File: src/rtl/apb_master.sv
// apb_master: turns a valid/ready command stream into APB transfers,
// with a wait-state timeout and a one-cycle response pulse per command.
module apb_master #(
    parameter int DATA_WIDTH     = 32,
    parameter int ADDR_WIDTH     = 32,
    parameter int NO_SLAVES      = 1,
    parameter int TIMEOUT_CYCLES = 16
) (
    input  logic                  PCLK,
    input  logic                  PRESET,

    input  logic                  cmd_valid,
    output logic                  cmd_ready,
    input  logic                  cmd_write,
    input  logic [ADDR_WIDTH-1:0] cmd_addr,
    input  logic [DATA_WIDTH-1:0] cmd_wdata,
    input  logic [NO_SLAVES-1:0]  cmd_sel,

    output logic [NO_SLAVES-1:0]  PSEL,
    output logic                  PENABLE,
    output logic                  PWRITE,
    output logic [ADDR_WIDTH-1:0] PADDR,
    output logic [DATA_WIDTH-1:0] PWDATA,
    input  logic [DATA_WIDTH-1:0] PRDATA,
    input  logic                  PREADY,
    input  logic                  PSLVERR,

    output logic                  rsp_valid,
    output logic [DATA_WIDTH-1:0] rsp_rdata,
    output logic                  rsp_err,
    output logic                  rsp_timeout
);

    localparam int CW = (TIMEOUT_CYCLES > 0) ? $clog2(TIMEOUT_CYCLES + 1) : 1;
    localparam logic [CW-1:0] TO_CNT = CW'(TIMEOUT_CYCLES);

    typedef enum logic [2:0] {
        IDLE   = 3'b001,
        SETUP  = 3'b010,
        ACCESS = 3'b100
    } state_t;

    state_t          state;
    logic [CW-1:0]   wait_cnt;
    logic            err_pend;
    logic            sel_ok;
    logic            accept;
    logic            launch;
    logic            timeout_hit;

    assign sel_ok      = $onehot(cmd_sel);
    assign cmd_ready   = (state == IDLE && !err_pend)
                       || (state == ACCESS && PREADY);
    assign accept      = cmd_valid & cmd_ready;
    assign launch      = accept & sel_ok;
    assign timeout_hit = (TIMEOUT_CYCLES != 0) && (wait_cnt == TO_CNT);

    always_ff @(posedge PCLK) begin
        if (PRESET) begin
            state       <= IDLE;
            PSEL        <= '0;
            PENABLE     <= 1'b0;
            PWRITE      <= 1'b0;
            PADDR       <= '0;
            PWDATA      <= '0;
            wait_cnt    <= '0;
            err_pend    <= 1'b0;
            rsp_valid   <= 1'b0;
            rsp_rdata   <= '0;
            rsp_err     <= 1'b0;
            rsp_timeout <= 1'b0;
        end else begin
            rsp_valid   <= 1'b0;
            rsp_rdata   <= '0;
            rsp_err     <= 1'b0;
            rsp_timeout <= 1'b0;

            case (state)
                IDLE: begin
                    PSEL    <= '0;
                    PENABLE <= 1'b0;
                    if (err_pend) begin
                        rsp_valid <= 1'b1;
                        rsp_err   <= 1'b1;
                        err_pend  <= 1'b0;
                    end else if (accept && !sel_ok) begin
                        rsp_valid <= 1'b1;
                        rsp_err   <= 1'b1;
                    end
                end

                SETUP: begin
                    PENABLE <= 1'b1;
                    state   <= ACCESS;
                end

                ACCESS: begin
                    if (PREADY) begin
                        rsp_valid <= 1'b1;
                        rsp_err   <= PSLVERR;
                        rsp_rdata <= PWRITE ? '0 : PRDATA;
                        PENABLE   <= 1'b0;
                        if (!launch) begin
                            PSEL  <= '0;
                            state <= IDLE;
                        end
                        // An illegal select taken at completion is answered
                        // one cycle later so the two pulses never collide.
                        err_pend <= accept & !sel_ok;
                    end else if (timeout_hit) begin
                        rsp_valid   <= 1'b1;
                        rsp_err     <= 1'b1;
                        rsp_timeout <= 1'b1;
                        PSEL        <= '0;
                        PENABLE     <= 1'b0;
                        state       <= IDLE;
                    end else if (wait_cnt != '1) begin
                        wait_cnt <= wait_cnt + CW'(1);
                    end
                end

                default: begin
                    PSEL    <= '0;
                    PENABLE <= 1'b0;
                    state   <= IDLE;
                end
            endcase

            if (launch) begin
                state    <= SETUP;
                PSEL     <= cmd_sel;
                PENABLE  <= 1'b0;
                PWRITE   <= cmd_write;
                PADDR    <= cmd_addr;
                PWDATA   <= cmd_write ? cmd_wdata : '0;
                wait_cnt <= '0;
            end
        end
    end

endmodule

File: config.mk
export PLATFORM = sky130hd
export DESIGN_NAME = apb_master
export DESIGN_NICKNAME = d
export VERILOG_FILES = /design/src/rtl/apb_master.sv
export SDC_FILE = /design/constraint.sdc
export NUM_CORES = 1
export LEC_CHECK = 0
export BUFFER_PORTS_ARGS = -buffer_cell sky130_fd_sc_hd__buf_4
export CORE_UTILIZATION = 45
export CTS_BUF_LIST = sky130_fd_sc_hd__clkbuf_8
export DETAILED_ROUTE_END_ITERATION = 12
export PLACE_DENSITY = 0.79
export SLEW_MARGIN = 20
export SYNTH_ARGS = -nofsm -noshare
export SYNTH_HDL_FRONTEND = slang
export SYNTH_SLANG_ARGS = --single-unit
File: constraint.sdc
create_clock -name PCLK -period 4.9 [get_ports PCLK]
set_input_delay 0.49 -clock PCLK [delete_from_list [all_inputs] [get_ports PCLK]]
set_output_delay 0.49 -clock PCLK [all_outputs]
set_load 0.02 [all_outputs]
==> reports/metrics.yaml, run 1 <==
clocking:
  cts.sinks: 111
  cts-resized-gates: 0
  cts.hold.buffers_added: 0
  cts_tree: "yes"
  cts.clk_slew.worst_paths_ps: 110
  clock_insertion_delay_worst_skew_ps: 350
  cts.path.max_buffers: 2
  root_buffer: "sky130_fd_sc_hd__clkbuf_8"
  post-cts-setup-buffer-count: 0
  numCtsBuffers: 9
  ctsHtreeMaxLevel: 3
setup_path:
  critical_path.cell_chain: "or3b_1 -> a2111oi_4 -> buf_4 -> and2_2 -> a22o_1"
  endpoint_kind: "flop"
  cp_slowest_stage_delay_ps: 620
  start_kind: "flop"
  setup.worst_path.class: "reg2reg"
  crit_arrival_ps: 2910
  slowest_stage: "sky130_fd_sc_hd__and2_2"
  path_buf_inv: 1
  cp_data_required_time_ps: 5190
  worst-path-max-fanout: 36
  worst_path_dominant_cell_family: "simple AND/OR/NAND/NOR gates"
power_and_ir_drop:
  vdd.ir_drop.worst_mv: 0.159
  power.density_nw_per_um2: 309
  p_leak_nw: 2.52
sta:
  fin_tns_setup_ps: 0
  slew_viol_final: 0
  report.final.hold_viol_count: 0
  slew_headroom: 0.381
  achievable-frequency_ghz: 0.382
  period_share: 0.535
  final_worst_path_period_need_ps: 2620
  finalSetupViolations: 0
  timing_worst_slew_pin_value_ps: 916
  grt_setup_unrepaired: "no"
  clock-skew-final_ps: 12.9
yosys:
  count_of_flip_flops_with_a_built_in_enable_after_synthesis: 0
  synth_compound_gate_area_share: 0.195
  synthesis.area_per_instance_um2: 12.2
  synth.yosys.seq_area_share: 0.634
  yosys-mux-area-fraction: 0.00571
  synth_top_area_share: 0.634
  yosys.area_share.simple: 0.110
  syn_nets: 393
  syn_warnings: 0
  synth.top_cells.by_count: "sky130_fd_sc_hd__dfxtp_1 (111), sky130_fd_sc_hd__a22o_1 (64), sky130_fd_sc_hd__and2_1 (33)"
  xor_and_xnor_fraction_of_the_mapped_netlist_area: 0.00750
  synth.largest_area_cell: "sky130_fd_sc_hd__dfxtp_1"
  yosys.area_share.adder: 0.0107
  ys_top_cells_by_area: "sky130_fd_sc_hd__dfxtp_1 (63%), sky130_fd_sc_hd__a22o_1 (16%), sky130_fd_sc_hd__and2_1 (5.9%)"
  yosys_most_used_dff: "sky130_fd_sc_hd__dfxtp_1"
  most_frequent_cell_after_synthesis: "sky130_fd_sc_hd__dfxtp_1"
  syn-cell-area_um2: 3500
  asyncSetResetFlopFracSynth: 0
  synth_unique_cells: 36
  ys_ff_latch: 111
  synth_top_family_by_area: "compound AO/OA/AOI/OAI gates"
  synth_instances: 287
outcome:
  run_status: "finished clean"
route:
  drt_first_pass_iters: 4
  vias: 2906
  drt-vias-per-instance: 4.93
  drtIter0Drc: 118
  drc_errors: 0
  totalWireLength_um: 8900
  final_antenna_net_count: 0
  wl_per_cell_um: 15.1
floorplanning:
  initial_core_util: 0.473
  placement_row_count: 31
  floorplan.core_area_um2: 7410
  height_of_the_die_um: 90.3
  die_x_extent_um: 90.3
  floorplan.die_area_um2: 8150
  ios: 206
global_route:
  grtUsageMet3: 0.0699
  wire_length_of_the_first_global_routing_pass_um: 13800
  grtUsageTotal: 0.213
  overflow: 0
  grt.busiest_layer: "met2"
  global_route_met2_usage: 0.358
  gr-usage-met1: 0.249
  vias_in_the_first_global_route: 2743
  largest_net_degree_at_the_start_of_global_routing: 45
  initial_antenna_violation_count: 0
finish:
  post_route_cells_drive_above_1_share: 0.471
  diode_insertion_count_for_antenna_repair: 0
  area_delta_synth_final_pct: 50.7
  final-instance-count-excl-fill: 589
  finalNetCount: 591
placement:
  gp_congestion: 0.818
  dpl.cell_count: 573
  place.port_buffers: 205
  hpwl_um: 6550
worst_hold_path:
  hold_path.class: "in2reg"
job:
  drv_cap: 0
==> cell usage in the layout, fill, tap and decap left out, types with 2 or more instances in the layout <==
cell type	count
sky130_fd_sc_hd__inv_1	4
sky130_fd_sc_hd__nor2b_1	3
sky130_fd_sc_hd__nor3_1	3
sky130_fd_sc_hd__nor2_1	7
sky130_fd_sc_hd__and2_1	32
sky130_fd_sc_hd__buf_4	208
sky130_fd_sc_hd__a21o_1	2
sky130_fd_sc_hd__a211oi_1	3
sky130_fd_sc_hd__mux2i_1	2
sky130_fd_sc_hd__nor4_1	2
sky130_fd_sc_hd__nand2_1	3
sky130_fd_sc_hd__clkinv_4	3
sky130_fd_sc_hd__xnor2_1	3
sky130_fd_sc_hd__clkbuf_8	10
sky130_fd_sc_hd__ha_1	3
sky130_fd_sc_hd__o21ai_0	2
sky130_fd_sc_hd__dfxtp_1	111
sky130_fd_sc_hd__a22o_1	64
sky130_fd_sc_hd__nand2b_1	3
==> worst paths after layout <==
| check | startpoint | to | slack, ps | cells past startpoint |
|---|---|---|---|---|
| worst max-delay path | state[0] | PWDATA[7] | 2280 | 5 |
| worst min-delay path | PRDATA[7] | rsp_rdata[7] | 330 | 2 |
| worst max register to register | state[0] | PWDATA[7] | 2280 | 5 |
| worst min register to register | PSEL | PSEL | 470 | 1 |
==> per-layer routing <==
layer,part of all wire,routed length (um)
met1,0.40,3580
met2,0.49,4360
met3,0.085,758
met4,0.023,205
met5,0,0
==> area by class of cell <==
type / instances / area [um^2]
Sequential cell: 111 / 2220
Fill cell: 563 / 2130
Timing Repair Buffer: 208 / 1560
Multi-Input combinational cell: 151 / 1170
Clock buffer: 10 / 138
Tap cell: 99 / 124
Clock inverter: 6 / 51.3
Inverter: 4 / 15.0
==> state kept, by name, indices dropped and copies added (netlist names) <==
| signal | count |
|---|---|
| state | 3 |
| PENABLE | 1 |
| PWRITE | 1 |
| rsp_timeout | 1 |
| rsp_valid | 1 |
| wait_cnt | 5 |
| PSEL | 1 |
| PWDATA | 32 |
| rsp_rdata | 32 |
| PADDR | 32 |
| err_pend | 1 |
| rsp_err | 1 |
==> report_power, final <==
group / leakage, nW / switching, W / internal (W) / total, W
logic: 1.52 / 0.0000793 / 0.0000995 / 0.000179
registers: 0.900 / 0.0000150 / 0.000925 / 0.000940
clock network: 0.0987 / 0.000308 / 0.000207 / 0.000514
total: 2.52 / 0.000402 / 0.00123 / 0.00163
==> logic make-up (layout without fill, tap and decap cells) <==
| kind of cell | count (synthesis) | after routing |
|---|---|---|
| flops | 111 | 111 |
| compound gates | 78 | 78 |
| simple gates | 65 | 65 |
| buf+inv | 25 | 228 |
| fa+ha+maj | 3 | 3 |
| xor+xnor | 3 | 3 |
| mux | 2 | 2 |
==> per-stage QoR <==
step / worst slack (ps) / utilization / cell area, um^2 / hold WS (ps) / power [W]
after CTS: 1930 / 0.713 / 5280 / 313 / 0.00165
after detailed placement: 1950 / 0.687 / 5090 / 451 / 0.00114
after floorplan: 2670 / - / 3500 / 481 / 0.00103
after global placement: 2060 / 0.687 / 5090 / 442 / 0.00114
final: 2280 / 0.713 / 5280 / 328 / 0.00163
after global routing: 2120 / 0.713 / 5280 / 295 / 0.00171
Note: power is estimated with default switching activity, not from simulation.
==> run 2: changes to the inputs <==
Settings changed: CORE_UTILIZATION 45 to 40, PLACE_DENSITY 0.79 to 0.74.
Clock period 4.9 ns to 2.2 ns, I/O delays scaled along.
==> reports/metrics.yaml, run 2 (synthesized netlist as in run 1, its figures left out) <==
outcome:
  run_status: "finished clean"  # unchanged
sta:
  hold_ws_ps: 62.2  # was 328 ps
  timing_worst_slew_pin_value_ps: 428  # was 916 ps
  finalSetupViolations: 0  # unchanged
  final_worst_path_period_need_ps: 2080  # was 2620 ps
  period_share: 0.947  # was 0.535
  report.final.hold_viol_count: 0  # unchanged
  slew_headroom: 0.713  # was 0.381
  slew_viol_final: 0  # unchanged
  achievable-frequency_ghz: 0.480  # was 0.382 GHz
  clock-skew-final_ps: 11.9  # was 12.9 ps
clocking:
  cts.sinks: 111  # unchanged
  cts.hold.buffers_added: 0  # unchanged
  ctsHtreeMaxLevel: 3  # unchanged
  cts.path.max_buffers: 2  # unchanged
  cts_tree: "yes"  # unchanged
  cts.clk_slew.worst_paths_ps: 100  # was 110 ps
  clock_insertion_delay_worst_skew_ps: 350  # about the same
  root_buffer: "sky130_fd_sc_hd__clkbuf_8"  # unchanged
  numCtsBuffers: 9  # unchanged
power_and_ir_drop:
  p_leak_nw: 2.56  # was 2.52 nW
  power.density_nw_per_um2: 669  # was 309 nW/um^2
  vdd.ir_drop.worst_mv: 0.354  # was 0.159 mV
  total_power_w: 0.00359  # was 0.00163 W
setup_path:
  r2r_end: "wait_cnt[1]"  # was PWDATA[7]
  slowest_stage: "sky130_fd_sc_hd__or4b_4"  # was sky130_fd_sc_hd__and2_2
  r2r_cells: 7  # was 5
  cp_data_required_time_ps: 2450  # was 5190 ps
  worst-path-max-fanout: 3  # was 36
  endpoint_kind: "flop"  # unchanged
  library_cell_appearing_most_often_on_the_critical_path: "sky130_fd_sc_hd__ha_1"
  r2r_start: "wait_cnt[0]"  # was state[0]
  crit_arrival_ps: 2330  # was 2910 ps
  critical_path.startpoint: "wait_cnt[0]"  # was state[0]
  cp_slowest_stage_delay_ps: 520  # was 620 ps
  start_kind: "flop"  # unchanged
  critical_path.cell_chain: "ha_1 -> and3_1 -> ha_1 -> or4b_4 -> nor3_4 -> mux2i_1 -> nor2_1"  # was or3b_1 -> a2111oi_4 -> buf_4 -> and2_2 -> a22o_1
  setup.worst_path.class: "reg2reg"  # unchanged
  minimum_setup_slack_among_reg_to_reg_paths_ps: 120  # was 2280 ps
floorplanning:
  initial_core_util: 0.420  # was 0.473
  ios: 206  # unchanged
  die_x_extent_um: 95.6  # was 90.3 um
  height_of_the_die_um: 95.6  # was 90.3 um
  floorplan.core_area_um2: 8340  # was 7410 um^2
  placement_row_count: 33  # was 31
  floorplan.die_area_um2: 9140  # was 8150 um^2
route:
  drtIter0Drc: 98  # was 118
  drt-vias-per-instance: 4.85  # was 4.93
  top_signal_layer_used: "met4"  # unchanged
  dr_wl_met3_um: 696  # was 758 um
  wirelength_met1_um: 3510  # was 3580 um
  vias: 2923  # was 2906
  final_antenna_net_count: 0  # unchanged
  drc_errors: 0  # unchanged
  wl_per_cell_um: 14.7  # was 15.1 um
  drt_first_pass_iters: 4  # unchanged
  wl_met2_um: 4560  # was 4360 um
  totalWireLength_um: 8850  # was 8900 um
placement:
  place.port_buffers: 205  # unchanged
  hpwl_um: 6440  # was 6550 um
  gp_congestion: 0.740  # was 0.818
  dpl_cell_area_um2: 5170  # was 5090 um^2
  dpl.cell_count: 586  # was 573
worst_hold_path:
  hold_path.class: "in2reg"  # unchanged
  min_to: "rsp_rdata[5]"  # was rsp_rdata[7]
  hold_path.startpoint: "PRDATA[5]"  # was PRDATA[7]
  cells_on_worst_hold_path: 2  # unchanged
finish:
  final_cell_area_um2: 5370  # was 5280 um^2
  finalNetCount: 599  # was 591
  mostFrequentLayoutCell: "sky130_fd_sc_hd__buf_4"  # unchanged
  diode_insertion_count_for_antenna_repair: 0  # unchanged
  final.fill_count: 659  # was 563
  area_delta_synth_final_pct: 53.1  # was 50.7%
  final_cell_mix: "sky130_fd_sc_hd__buf_4 (215), sky130_fd_sc_hd__dfxtp_1 (111), sky130_fd_sc_hd__a22o_1 (64), sky130_fd_sc_hd__and2_1 (33), sky130_fd_sc_hd__clkbuf_8 (10)"  # was sky130_fd_sc_hd__buf_4 (208), sky130_fd_sc_hd__dfxtp_1 (111), sky130_fd_sc_hd__a22o_1 (64), sky130_fd_sc_hd__and2_1 (32), sky130_fd_sc_hd__clkbuf_8 (10)
  post_route_cells_drive_above_1_share: 0.478  # was 0.471
  final-instance-count-excl-fill: 603  # was 589
  biggestRegsByFlops: "PADDR (32), PWDATA (32), rsp_rdata (32)"  # unchanged
  final-seq-area_um2: 2220  # unchanged
  area_of_the_multi_input_gates_um2: 1190  # was 1170 um^2
global_route:
  grtUsageTotal: 0.184  # was 0.213
  vias_in_the_first_global_route: 2674  # was 2743
  largest_net_degree_at_the_start_of_global_routing: 36  # was 45
  overflow: 0  # unchanged
  wire_length_of_the_first_global_routing_pass_um: 12800  # was 13800 um
  initial_antenna_violation_count: 0  # unchanged
job:
  drv_cap: 0  # unchanged
==> run 2: cell count changes in the layout (fill, tap and decap cells not counted), sizes merged <==
cell	previous run	this run
buf	208	216
clkinvlp	0	1
clkinv	4	2
inv	6	7
==> run 2: per-stage QoR <==
stage	setup slack (ps)	util	setup TNS [ps]
6_report	116	0.643	0
5_1_grt	-5.36	0.643	-5.36
4_1_cts	-35.8	0.641	-81.9
3_5_place_dp	-24.7	0.620	-54.0
3_3_place_gp	54.5	0.620	0
2_1_floorplan	87.5	-	0
==> run 2: worst max path at each step <==
stage | end | slack, ps | cells past startpoint
after floorplan | wait_cnt[2] | 90 | 7
after global placement | wait_cnt[2] | 50 | 7
after detailed placement | wait_cnt[1] | -20 | 7
after CTS | wait_cnt[1] | -40 | 7
after global routing | wait_cnt[1] | -5 | 7
final | wait_cnt[1] | 120 | 7
==> run 2: layout make-up <==
cell class | instances | area share
repair buffers | 216 | 0.305
clock buffers | 10 | 0.0256
multi-input cells | 151 | 0.221
clock inverters | 6 | 0.00699
flip-flops and latches | 111 | 0.414
well taps | 105 | 0.0245
inverters | 4 | 0.00280
==> run 2: layer usage <==
layer	global-route usage	up-vias
li1	-	1437
met1	0.209	1360
met2	0.319	120
met3	0.0622	6
met4	0.0672	0
met5	0	-
==> run 2: power breakdown <==
part	leakage [nW]	switching, W	total (W)	internal [W]
sequential	0.900	0.0000288	0.00209	0.00206
combinational	1.57	0.000180	0.000407	0.000227
clock	0.0953	0.000651	0.00109	0.000441
==> run 2: repair_timing <==
item,4_1_cts,5_1_grt
endpoints found under the hold margin,0,0
resized for setup,0,3
pin swaps,0,1
setup endpoints to repair,3,5
buffers inserted,0,1
==> run 2: worst max-delay path, delay by kind of cell (launching register included) <==
family / cells / cell delay, ps
AND/OR/NAND/NOR: 4 / 1010
flip-flops: 1 / 340
multiplexers: 1 / 260
adder cells (fa/ha/maj): 2 / 380
